$ cat src/rtl/sm_add_if.sv
// sm_add_if: handshake bundle for the sign-magnitude adder/accumulator.
//   Input side : in_valid, in_ready, mode, last, a, b
//   Output side: out_valid, out_ready, c, ovf
//   master = the block driving operands and consuming results
//   slave  = the adder/accumulator itself
interface sm_add_if #(
    parameter int N = 16
) ();
    logic         in_valid;
    logic         in_ready;
    logic         mode;
    logic         last;
    logic [N-1:0] a;
    logic [N-1:0] b;
    logic         out_valid;
    logic         out_ready;
    logic [N-1:0] c;
    logic         ovf;

    modport master (
        output in_valid, mode, last, a, b, out_ready,
        input  in_ready, out_valid, c, ovf
    );

    modport slave (
        input  in_valid, mode, last, a, b, out_ready,
        output in_ready, out_valid, c, ovf
    );
endinterface

$ cat src/rtl/sm_add_acc.sv
// sm_add_acc: two-stage pipelined sign-magnitude adder / frame accumulator.
//   Words are sign-magnitude: bit N-1 = sign, bits N-2:0 = magnitude.
//   Ports:
//     clk  - rising-edge clock
//     rst  - synchronous active-high reset
//     bus  - sm_add_if slave: in_valid/in_ready/mode/last/a/b in,
//            out_valid/out_ready/c/ovf out
//   mode=0 (ADD): c = a + b, one result per beat.
//   mode=1 (ACC): a is summed into a running accumulator; the beat with
//   last=1 emits the frame total and clears the accumulator.
//   SAT=1 clamps the magnitude on overflow, SAT=0 drops the carry.
module sm_add_acc #(
    parameter int N   = 16,
    parameter bit SAT = 1'b1
) (
    input  logic     clk,
    input  logic     rst,
    sm_add_if.slave  bus
);

    // Returns {overflow, sign, magnitude}. Negative zero is treated as +0 on
    // input, and a zero magnitude always comes out with a positive sign.
    function automatic logic [N:0] sm_add(input logic [N-1:0] x, input logic [N-1:0] y);
        logic [N-2:0] mx, my, mag;
        logic         sx, sy, sgn, of;
        logic [N-1:0] sum;
        mx  = x[N-2:0];
        my  = y[N-2:0];
        sx  = x[N-1] && (mx != '0);
        sy  = y[N-1] && (my != '0);
        of  = 1'b0;
        sum = '0;
        if (sx == sy) begin
            sum = {1'b0, mx} + {1'b0, my};
            of  = sum[N-1];
            mag = sum[N-2:0];
            sgn = sx;
            if (of) mag = sat_mag(mag);
        end else if (mx >= my) begin
            mag = mx - my;
            sgn = sx;
        end else begin
            mag = my - mx;
            sgn = sy;
        end
        if (mag == '0) sgn = 1'b0;
        return {of, sgn, mag};
    endfunction

    // Overflowed magnitude: clamp to full scale, or keep the wrapped bits.
    function automatic logic [N-2:0] sat_mag(input logic [N-2:0] wrapped);
        return SAT ? {(N-1){1'b1}} : wrapped;
    endfunction

    logic         vld_p1;
    logic         mode_p1;
    logic         last_p1;
    logic [N-1:0] a_p1;
    logic [N-1:0] b_p1;

    logic [N-1:0] acc;
    logic         acc_ovf;

    logic         out_valid_r;
    logic [N-1:0] c_r;
    logic         ovf_r;

    logic [N:0]   res_p1;
    logic         emits_p1;
    logic         s2_adv;
    logic         in_fire;

    // ACC beats without last only touch the accumulator, so they never wait
    // on the output register.
    assign emits_p1 = !mode_p1 || last_p1;
    assign s2_adv   = vld_p1 && (!out_valid_r || bus.out_ready || !emits_p1);
    assign bus.in_ready = !rst && (!vld_p1 || s2_adv);
    assign in_fire  = bus.in_valid && bus.in_ready;

    assign res_p1   = sm_add(a_p1, mode_p1 ? acc : b_p1);

    assign bus.out_valid = out_valid_r;
    assign bus.c         = c_r;
    assign bus.ovf       = ovf_r;

    // stage 1: operand capture
    always_ff @(posedge clk) begin
        if (in_fire) begin
            a_p1    <= bus.a;
            b_p1    <= bus.b;
            mode_p1 <= bus.mode;
            last_p1 <= bus.last;
        end
    end

    // stage 2: add, accumulate, output register
    always_ff @(posedge clk) begin
        if (rst) begin
            vld_p1      <= 1'b0;
            out_valid_r <= 1'b0;
            c_r         <= '0;
            ovf_r       <= 1'b0;
            acc         <= '0;
            acc_ovf     <= 1'b0;
        end else begin
            if (in_fire)     vld_p1 <= 1'b1;
            else if (s2_adv) vld_p1 <= 1'b0;

            if (out_valid_r && bus.out_ready) out_valid_r <= 1'b0;

            if (s2_adv) begin
                if (emits_p1) begin
                    c_r         <= res_p1[N-1:0];
                    ovf_r       <= res_p1[N] || (mode_p1 && acc_ovf);
                    out_valid_r <= 1'b1;
                end
                if (mode_p1) begin
                    if (last_p1) begin
                        acc     <= '0;
                        acc_ovf <= 1'b0;
                    end else begin
                        acc     <= res_p1[N-1:0];
                        acc_ovf <= acc_ovf || res_p1[N];
                    end
                end
            end
        end
    end

endmodule
$ cat src/flat_wrapper.sv
// flat-port wrapper written by rule: the top's interface ports become plain ports
module sm_add_acc_flat 
#(
    parameter int N   = 16,
    parameter bit SAT = 1'b1
)
  (clk, rst, bus_in_valid, bus_mode, bus_last, bus_a, bus_b, bus_out_ready, bus_in_ready, bus_out_valid, bus_c, bus_ovf);
  sm_add_if #(.N(N)) bus_i ();
  input  logic clk;
  input  logic rst;
  input wire logic [$bits(bus_i.in_valid)-1:0] bus_in_valid;
  input wire logic [$bits(bus_i.mode)-1:0] bus_mode;
  input wire logic [$bits(bus_i.last)-1:0] bus_last;
  input wire logic [$bits(bus_i.a)-1:0] bus_a;
  input wire logic [$bits(bus_i.b)-1:0] bus_b;
  input wire logic [$bits(bus_i.out_ready)-1:0] bus_out_ready;
  output wire logic [$bits(bus_i.in_ready)-1:0] bus_in_ready;
  output wire logic [$bits(bus_i.out_valid)-1:0] bus_out_valid;
  output wire logic [$bits(bus_i.c)-1:0] bus_c;
  output wire logic [$bits(bus_i.ovf)-1:0] bus_ovf;
  assign bus_i.in_valid = bus_in_valid;
  assign bus_i.mode = bus_mode;
  assign bus_i.last = bus_last;
  assign bus_i.a = bus_a;
  assign bus_i.b = bus_b;
  assign bus_i.out_ready = bus_out_ready;
  assign bus_in_ready = bus_i.in_ready;
  assign bus_out_valid = bus_i.out_valid;
  assign bus_c = bus_i.c;
  assign bus_ovf = bus_i.ovf;
  sm_add_acc #(.N(N), .SAT(SAT)) u_core (.clk(clk), .rst(rst), .bus(bus_i));
endmodule
$ cat config.mk
export PLATFORM = sky130hd
export DESIGN_NAME = sm_add_acc_flat
export DESIGN_NICKNAME = d
export VERILOG_FILES = /design/src/rtl/sm_add_if.sv /design/src/rtl/sm_add_acc.sv /design/src/flat_wrapper.sv
export SDC_FILE = /design/constraint.sdc
export NUM_CORES = 1
export LEC_CHECK = 0
export CAP_MARGIN = 20
export CORE_ASPECT_RATIO = 1.1
export CORE_MARGIN = 4
export CORE_UTILIZATION = 40
export DETAILED_ROUTE_END_ITERATION = 7
export GPL_ROUTABILITY_DRIVEN = 0
export SLEW_MARGIN = 10
export SYNTH_ARGS = -nofsm -noshare
export SYNTH_HDL_FRONTEND = slang
export SYNTH_SLANG_ARGS = --single-unit
$ cat constraint.sdc
create_clock -name clk -period 6.06 [get_ports clk]
set_input_delay 0.606 -clock clk [delete_from_list [all_inputs] [get_ports clk]]
set_output_delay 0.606 -clock clk [all_outputs]
set_load 0.05 [all_outputs]
== Word-level counts from Yosys, hierarchy flattened ==
Cells that the tools add are included.
W data, S select, Z words.
Cells by class
  reduce and logical (&&, ||, !) cells: 24
  $add $sub $neg: 3
  magnitude comparators: 1
  equality and inequality tests: 1
  muxes and demuxes: 15
Operator list (number)
  $mux W15: 3
  $mux W16: 2
  $reduce_bool A15 Y1: 2
  $sub A15 B15 Y15: 2
  $add A15 B15 Y16: 1
  $ge A15 B15 Y1: 1
  $logic_not A15 Y1: 1
  $mux W1: 10
  $logic_and A1 B1 Y1: 7
  $logic_or A1 B1 Y1: 6
  $logic_not A1 Y1: 5
  $reduce_and A2 Y1: 2
  $reduce_bool A2 Y1: 1
  $eq A1 B1 Y1: 1
Word-level totals
  flip-flop bits (word level): 70
  word-level logic and storage cells: 54
  output and inout port bits: 19
  input port bits: 38

== Depth between registers and ports, before layout ==
Gate-level depths: netlist of run 1.
  depth after elaboration: 9
  gate-level depth with buffers: 18
  mapped depth without buffers: 15

== Worst setup path before layout of run 1 ==
Ideal clock, no wire load.
  kind: register -> register
  start: register u_core.mode_p1
  end: register u_core.c_r[15], in the netlist u_core.bus.c[15]
  buffers on the path: 4
  data required time: 5.944 ns
  clock period less this slack: 4.139 ns
  setup time: 0.116 ns
  arrival time: 4.024 ns
  cell stages (with the launch flop): 19
  path slack: 1.921 ns
  cells stage by stage: edfxtp_1 -> buf_6 -> clkbuf_1 -> mux2i_1 -> inv_1 -> ha_1 -> buf_4 -> nand4_2 -> nor3_2 -> a211oi_2 -> o311a_1 -> buf_4 -> mux2_4 -> a22oi_2 -> a32o_1 -> o22ai_1 -> and4bb_1 -> nand4b_1 -> a31o_1
Between the ends
  word-level cells in the longest chain between the ends: 7
  elaborated cells on any way between the ends: 21
Ends and longest elaborated chain
  from (decl): line sm_add_acc.sv:56  | logic mode_p1;
  from (signal assigned): line sm_add_acc.sv:91  | mode_p1 <= bus.mode;
  parallel branches: the longest is 7 deep, another holds $sub A15 B15 Y15
  to (signal assigned): line sm_add_acc.sv:113  | c_r <= res_p1[N-1:0];
  to (decl): line sm_add_acc.sv:65  | logic [N-1:0] c_r;
Several ways; the timed one is not identified.
A chain may end at the register's enable or synchronous reset.

== Final worst setup path of run 1 ==
Ends and elaborated chain as after synthesis.

==> results summary, run 1 <==
The region available for standard cell placement spans 12200 um^2. The total half-perimeter wirelength after legalization and detailed placement is 11400 um. The sequential cell area fraction in the yosys report is 0.342. The signal on the critical path passes through buf_4 -> mux2i_1 -> inv_1 -> ha_1 -> nand4_1 -> nor2_1 -> a211oi_2 -> o311a_1 -> mux2i_1 -> o21ai_0 -> o22ai_1 -> o21ai_1 -> nor4_2 -> nand4b_1 -> a31o_1. The register share of total power came out at 0.372. The critical path is of the flop to flop type.

The delay of the slowest cell on the worst path is 0.72 ns. After synthesis, the mean cell area works out to 9.12 um^2. The number of slew-limit violations in the final report came out at 0.

The routed wire length came out at 14800 um. The worst endpoint data arrival time came out at 5.16 ns. The number of gates given a new drive strength after cts is 0. The floorplan step set the die width to 116 um. The total of endpoints with negative setup slack in the final report is 0. After clock tree synthesis, the flow added hold-fix buffers numbering 0. STA puts the critical path data required time at 6.30 ns.

The slowest stage of the critical path is the sky130_fd_sc_hd__edfxtp_1 cell. The gate count after technology mapping is 559. The layout has 1195 filler cells. By area the synthesized netlist is led by sky130_fd_sc_hd__edfxtp_1, sky130_fd_sc_hd__dfxtp_1, sky130_fd_sc_hd__ha_1, sky130_fd_sc_hd__nor2_1, sky130_fd_sc_hd__mux2i_1. The number of top-level pins came out at 57. The path category of the worst min-delay check is flop to flop. The run finished with clean final reports. Of the total power, combinational logic draws 0.260. TritonCTS built the clock tree.

The maximum operating frequency is 0.203 GHz. The worst path needs 4.92 ns of the cycle, external delays included. The number of vias after detailed routing is 4513. The number of H-tree levels came out at 3. The commonest register cell after synthesis is sky130_fd_sc_hd__dfxtp_1. The number of buffers on the longest clock path is 2. The row count is 42. The net load switching power came out at 494 uW. In this run the post-CTS setup repair buffer count came out at 0. The share of the clock period used by the worst path after layout is 0.812. The ratio of cells with drive above 1 in the final layout is 0.0873.

The global-route usage over all layers is 0.204. For this run, design rule violations remaining after detail routing come to 0. The final hold slack came out at 0.498 ns.

The number of violations of the max-capacitance limit is 0. The post-synth net total is 649. The tree is rooted in a sky130_fd_sc_hd__clkbuf_16. The global route total overflow is 0. The layout overhead on the synthesized area is 17.8%. VDD sags by at most 0.152 mV. The number of design-rule violations left by the first detailed-router iteration is 449. The number of buffer cells added on primary ports came out at 56. The area of the mapped netlist is 5100 um^2. Along the worst path, the maximum fanout reaches 13.

The number of global-route vias before repair was 4344. The number of distinct library cells after synthesis is 83. The cell repeated most along the worst path is sky130_fd_sc_hd__mux2i_1. The worst setup path is captured at a flop.

The leakage power came out at 2.49 nW. In this run the power density over the cells is 240 nW/um^2. Before antenna repair, the detailed router went through 6 iterations.

The largest total area in the synthesized netlist belongs to sky130_fd_sc_hd__edfxtp_1. The post-layout total power is 1.44 mW. Dividing the detail-routed via count by the number of cells gives 5.93. For the pin with the worst max-slew slack, the measured transition is 0.914 ns. The share of total power in the clock network came out at 0.368. The largest net degree at the start of global routing came out at 39.

Setup repair after global routing left no endpoint under its margin. The number of enable-type register cells in the synthesized netlist is 34. The hold violation count in the final report is 0.

The worst-case clock skew is 0.0161 ns. The number of antenna violations at the first check in global routing came out at 0. The total CTS buffers came out at 9. The first-pass GRT wire length is 23400 um.

The category of the worst setup path launch point is a flop. The clock latency on the worst-skew pair came out at 0.35 ns. The number of nets still failing antenna checks after routing is 0. The per-cell routed wire length is 19.4 um. The number of synthesized register bits came out at 70. Counting every sink on the clock net gives 70.

The total number of nets in the final design is 692. The design internal power came out at 949 uW. After routing, the total negative slack on setup checks comes to 0 ns. Of the post-synthesis cell area, the dominant cell type holds 0.200. The vertical extent of the die is 126 um. The initial utilization of the core area, before any placement, comes to 0.416. The number of antenna diodes in the final layout is 0.

The area of the die is 14600 um^2. The Yosys warning count is 0. The clock-pin transition on the worst setup and hold timing paths came out at 0.07 ns.

The relative slew slack came out at 0.389. The switching fraction of total power is 0.342. For this run, asynchronously set or reset flops after synthesis account for 0.
final timing paths:
path / start / endpoint / slack [ns] / cells past startpoint
hold / removal: u_core.bus.c[13] / u_core.bus.c[13] / 0.50 / 2
setup reg to reg: u_core.mode_p1 / u_core.bus.c[15] / 1.14 / 15
hold reg to reg: u_core.bus.c[13] / u_core.bus.c[13] / 0.50 / 2
setup / recovery: u_core.mode_p1 / u_core.bus.c[15] / 1.14 / 15
critical path: cells and delay by family (launching register included):
kind,cells,cell delay (ns)
AOI/OAI and AO/OA,6,1.62
DFF,1,0.72
muxes,2,0.81
adders and majority gates,1,0.45
buffers and inverters,2,0.43
and+or+nand+nor,4,0.78
metrics by stage:
stage / util / instances / setup WS [ns] / cell area [um^2]
finish: 0.490 / 761 / 1.14 / 6000
global route: 0.490 / 761 / 0.871 / 6000
CTS: 0.490 / 761 / 1.20 / 6000
detailed placement: 0.467 / 745 / 1.21 / 5720
global placement: 0.467 / 745 / 1.39 / 5720
floorplan: - / 559 / 1.92 / 5100
placed cells by master, fill, tap and decap left out, types with 4 or more instances in the layout:
cell type                          n
sky130_fd_sc_hd__a21oi_1          35
sky130_fd_sc_hd__a221oi_1          6
sky130_fd_sc_hd__nor4_1            7
sky130_fd_sc_hd__o21ai_1           4
sky130_fd_sc_hd__nor2_1           80
sky130_fd_sc_hd__dfxtp_1          36
sky130_fd_sc_hd__nor3_1           11
sky130_fd_sc_hd__nand2b_1          8
sky130_fd_sc_hd__clkbuf_16         9
sky130_fd_sc_hd__ha_1             49
sky130_fd_sc_hd__clkdlybuf4s50_1  56
sky130_fd_sc_hd__o211ai_1          4
sky130_fd_sc_hd__a31oi_1           7
sky130_fd_sc_hd__a22oi_1           9
sky130_fd_sc_hd__o31ai_1           4
sky130_fd_sc_hd__inv_1            45
sky130_fd_sc_hd__o21ai_0          20
sky130_fd_sc_hd__buf_4             4
sky130_fd_sc_hd__nand2_1          29
sky130_fd_sc_hd__o22ai_1           6
sky130_fd_sc_hd__nand3_1           8
sky130_fd_sc_hd__edfxtp_1         34
sky130_fd_sc_hd__mux2i_1          24
sky130_fd_sc_hd__a221o_1           5
sky130_fd_sc_hd__nor2b_1           6
sky130_fd_sc_hd__o22a_1            5
sky130_fd_sc_hd__a211oi_1         10
registers in the layout, indices dropped and copies added, names as in the netlist:
name,cells
u_core.last_p1,1
u_core.a_p1,16
u_core.bus.out_valid,1
u_core.vld_p1,1
u_core.acc,16
u_core.b_p1,16
u_core.bus.c,16
u_core.acc_ovf,1
u_core.mode_p1,1
u_core.bus.ovf,1
routing by layer:
layer | track usage | wire [um] | share of wire
met3 | 0.0314 | 850 | 0.058
met5 | 0 | 0 | 0
met1 | 0.271 | 6400 | 0.43
met4 | 0.0826 | 577 | 0.039
met2 | 0.332 | 6960 | 0.47
layout make-up:
class,count,area [um^2],area share
timing repair buffer,60,591,0.0984
tap,154,193,0.0321
inverter,46,173,0.0288
clock buffer,9,225,0.0375
clock inverter,7,62.6,0.0104
multi-input combinational,415,3020,0.503
sequential,70,1740,0.290
power groups by stage:
stage                     clock network (mW)  logic, mW  registers, mW
after floorplan                            0      0.236          0.570
after global placement                     0      0.364          0.547
after detailed placement                   0      0.367          0.548
after CTS                              0.538      0.369          0.538
after global routing                   0.556      0.404          0.540
final                                  0.530      0.375          0.537
cells in the mapped netlist, drive strengths merged (9+ instances only):
| library cell | n |
|---|---|
| nor3 | 12 |
| ha | 49 |
| clkbuf | 13 |
| nor2 | 80 |
| nand2 | 30 |
| nand3 | 9 |
| a211oi | 12 |
| inv | 46 |
| mux2i | 26 |
| dfxtp | 36 |
| o21ai | 25 |
| a21oi | 38 |
| a22oi | 10 |
| buf | 15 |
| edfxtp | 34 |
kinds of logic (layout without fill, tap and decap cells):
| group | after synthesis | count (layout) | synth area share |
|---|---|---|---|
| simple gates | 178 | 178 | 0.171 |
| compound gates | 155 | 155 | 0.227 |
| buf+inv | 74 | 122 | 0.0663 |
| flops | 70 | 70 | 0.342 |
| fa+ha+maj | 52 | 52 | 0.132 |
| mux | 30 | 30 | 0.0621 |
(Power assumes the default switching activity.)
==> inputs of run 2 (changes only) <==
Clock period 6.06 ns to 4.25 ns, I/O delays scaled along.
==> run 2 against run 1 <==
  * Worst hold slack got worse by 0.0019 ns
  * Clock-buffer cell count rose by 2
  * Non-clock buffer count rose by 35
  * Sequential power rose by 43%
  * Critical path depth rose by 1
  * Global-route usage rose by 0.38 points
  * Critical path type unchanged
  * Final cell count rose by 4.6%
  * Die area did not move
==> results summary, run 2 (synthesis gave the netlist of run 1 again) <==
The run finished with clean final reports. The transition time of the tightest slew-check pin is 0.829 ns. The number of nets still failing antenna checks after routing came out at 0. The number of top-level pins came out at 57. Leaving out fill and tap cells, the most frequent cell in the layout is sky130_fd_sc_hd__nor2_1. The power per unit of standard cell area is 330 nW/um^2. The setup slack on the worst flop-to-flop path came out at 0.15 ns. The clock latency on the worst-skew pair is 0.34 ns. Along the worst hold path, the cell count comes to 2. The die covers 14600 um^2. The effective utilization at floorplan is 0.416.

For this run, the number of standard cells in the final layout without fillers is 796. The via density per instance came out at 5.82. The share of the clock period used by the worst path after layout is 0.965.

The type of element capturing the critical path is a flop. The met3 global-route usage is 0.0476. The number of antenna violations at the first check in global routing is 0. The global-route usage over all layers is 0.208. Traced cell by cell, the critical path runs through buf_12 -> mux2i_4 -> inv_1 -> ha_1 -> buf_4 -> or4_4 -> a211oi_4 -> o32ai_4 -> and3_4 -> clkbuf_4 -> a221o_1 -> nand2_1 -> nor2_1 -> and4bb_1 -> nand4b_1 -> a31o_1.

CTS placed an instance of sky130_fd_sc_hd__clkbuf_16 at the clock tree root. The number of vias after detailed routing is 4631. The total number of nets in the final design came out at 727. The number of inserted diodes came out at 0. Summed over all failing endpoints, the final setup total negative slack is 0 ns. The completed layout was analyzed and its total power is 2.11 mW. In this run the vertical extent of the chip is 126 um. The endpoint identified for the worst register-to-register timing path is u_core.bus.c[15]. The category of the worst setup path launch point is a flop.

The per-cell routed wire length is 19.3 um. The relative slew slack came out at 0.445. The instance area after placement came out at 5940 um^2.

The required arrival time at the worst endpoint came out at 4.53 ns. The remaining design rule violation count came out at 0. The met2 capacity usage during global routing is 0.340.

The critical-path maximum fanout is 11. The area inside the core boundary came out at 12200 um^2. The number of buffers on the longest clock path is 2.

TritonCTS built the clock tree. The ratio of cells with drive above 1 in the final layout is 0.150. Across the run, the number of max-cap violations was 0.

The library cells used most frequently in the layout, excluding fill and tap cells, are sky130_fd_sc_hd__nor2_1, sky130_fd_sc_hd__clkdlybuf4s50_1, sky130_fd_sc_hd__ha_1. Detailed placement ended at an HPWL of 11800 um. Counting I/O delays and the setup requirement, the final critical path takes 4.10 ns. The critical path contains buffers and inverters numbering 4 combined.

The number of cells on the worst reg-to-reg path is 16. Row generation in the floorplan step produced 42 rows. Prior to clock tree synthesis, the placed netlist has a worst setup slack of 0.0116 ns.

The peak-usage layer in the global routing report is met2. The layout overhead on the synthesized area came out at 25.2%. Entering global routing, the biggest net connects 38 pins. In this run the worst hold path is classified as flop to flop. The worst-case vdd ir drop came out at 0.230 mV. The worst hold path terminates at u_core.acc[8]. The start point of the worst hold path is u_core.acc[8]. The hold violation count in the final report came out at 0. For this block, the initial DRC count from the detailed router was 434. The final core utilization came out at 0.521. After layout, the worst setup slack is 0.150 ns. The tightest hold path in the finished design has a slack of 0.496 ns.

The number of placed instances, taps included, is 773. The width of the die is 116 um. The cell with the largest stage delay on the worst path is sky130_fd_sc_hd__or4_4.

The worst setup path is of the flop to flop kind. The number of iterations in the first detailed-routing pass is 5. Setup violations remaining at the end of the flow were counted as 0. The worst endpoint data arrival time is 4.38 ns. The dominant delay contributor by cell family on the critical path is simple AND/OR/NAND/NOR gates. The worst register-to-register path begins at u_core.mode_p1. The leakage power is 2.67 nW. The met1 usage is 0.272.

The maximum operating frequency came out at 0.244 GHz. The global route total overflow came out at 0. The H-tree generated during clock tree synthesis spans 3 levels.

The delay of the slowest cell on the worst path is 0.54 ns. The number of slew-limit violations in the final report came out at 0. After clock tree synthesis, the flow added hold-fix buffers numbering 0. After clock tree synthesis, the clock-pin slew on the worst setup and hold paths is 0.06 ns. Buffers inserted during clock tree synthesis total 9. After detailed routing, the total wire length is 15300 um. Counting every sink on the clock net gives 70. The worst-case clock skew is 0.00598 ns. The number of global-route vias before repair came out at 4447. The first-pass GRT wire length came out at 23700 um. The cell area after layout is 6380 um^2. Input and output buffers added on the ports amount to 56.
-- run 2: worst register-to-register path: cells and delay by family (launching register included) --
kind	cells	cell delay [ns]
AOI/OAI and AO/OA	4	1.01
adders and majority gates	1	0.35
buffers and inverters	4	0.67
DFF	1	0.39
muxes	1	0.31
and+or+nand+nor	6	1.33
-- run 2: worst max path at each step --
stage | slack, ns | to | cells after the start | startpoint
after global routing | -0.005 | u_core.bus.c[15] | 17 | u_core.mode_p1
after CTS | 0.02 | u_core.bus.c[15] | 15 | u_core.mode_p1
after global placement | 0.08 | u_core.bus.c[15] | 15 | u_core.mode_p1
final | 0.15 | u_core.bus.c[15] | 16 | u_core.mode_p1
after floorplan | 0.11 | u_core.bus.c[15] | 18 | u_core.mode_p1
after detailed placement | 0.01 | u_core.bus.c[15] | 15 | u_core.mode_p1
-- run 2: repair_timing --
| item | 4_1_cts | 5_1_grt |
|---|---|---|
| resized for setup | 1 | 13 |
| pin swaps | 0 | 3 |
| setup endpoints to repair | 1 | 9 |
| gates cloned | 0 | 1 |
| buffers inserted | 0 | 6 |
-- run 2: area by class of cell --
class,instances,area [um^2]
Tap cell,154,193
Sequential cell,70,1740
Multi-Input combinational cell,415,3100
Inverter,46,173
Fill cell,1156,5860
Timing Repair Buffer,95,883
Clock inverter,5,40.0
Clock buffer,11,254
-- run 2: per-layer routing --
layer	share of wire	wire, um
met1	0.42	6510
met2	0.47	7260
met3	0.073	1120
met4	0.030	459
met5	0	0
-- run 2: power breakdown --
group | switching, mW | internal (mW) | total [mW]
sequential | 0.0256 | 0.741 | 0.767
combinational | 0.355 | 0.253 | 0.608
clock | 0.299 | 0.435 | 0.734
total | 0.680 | 1.43 | 2.11
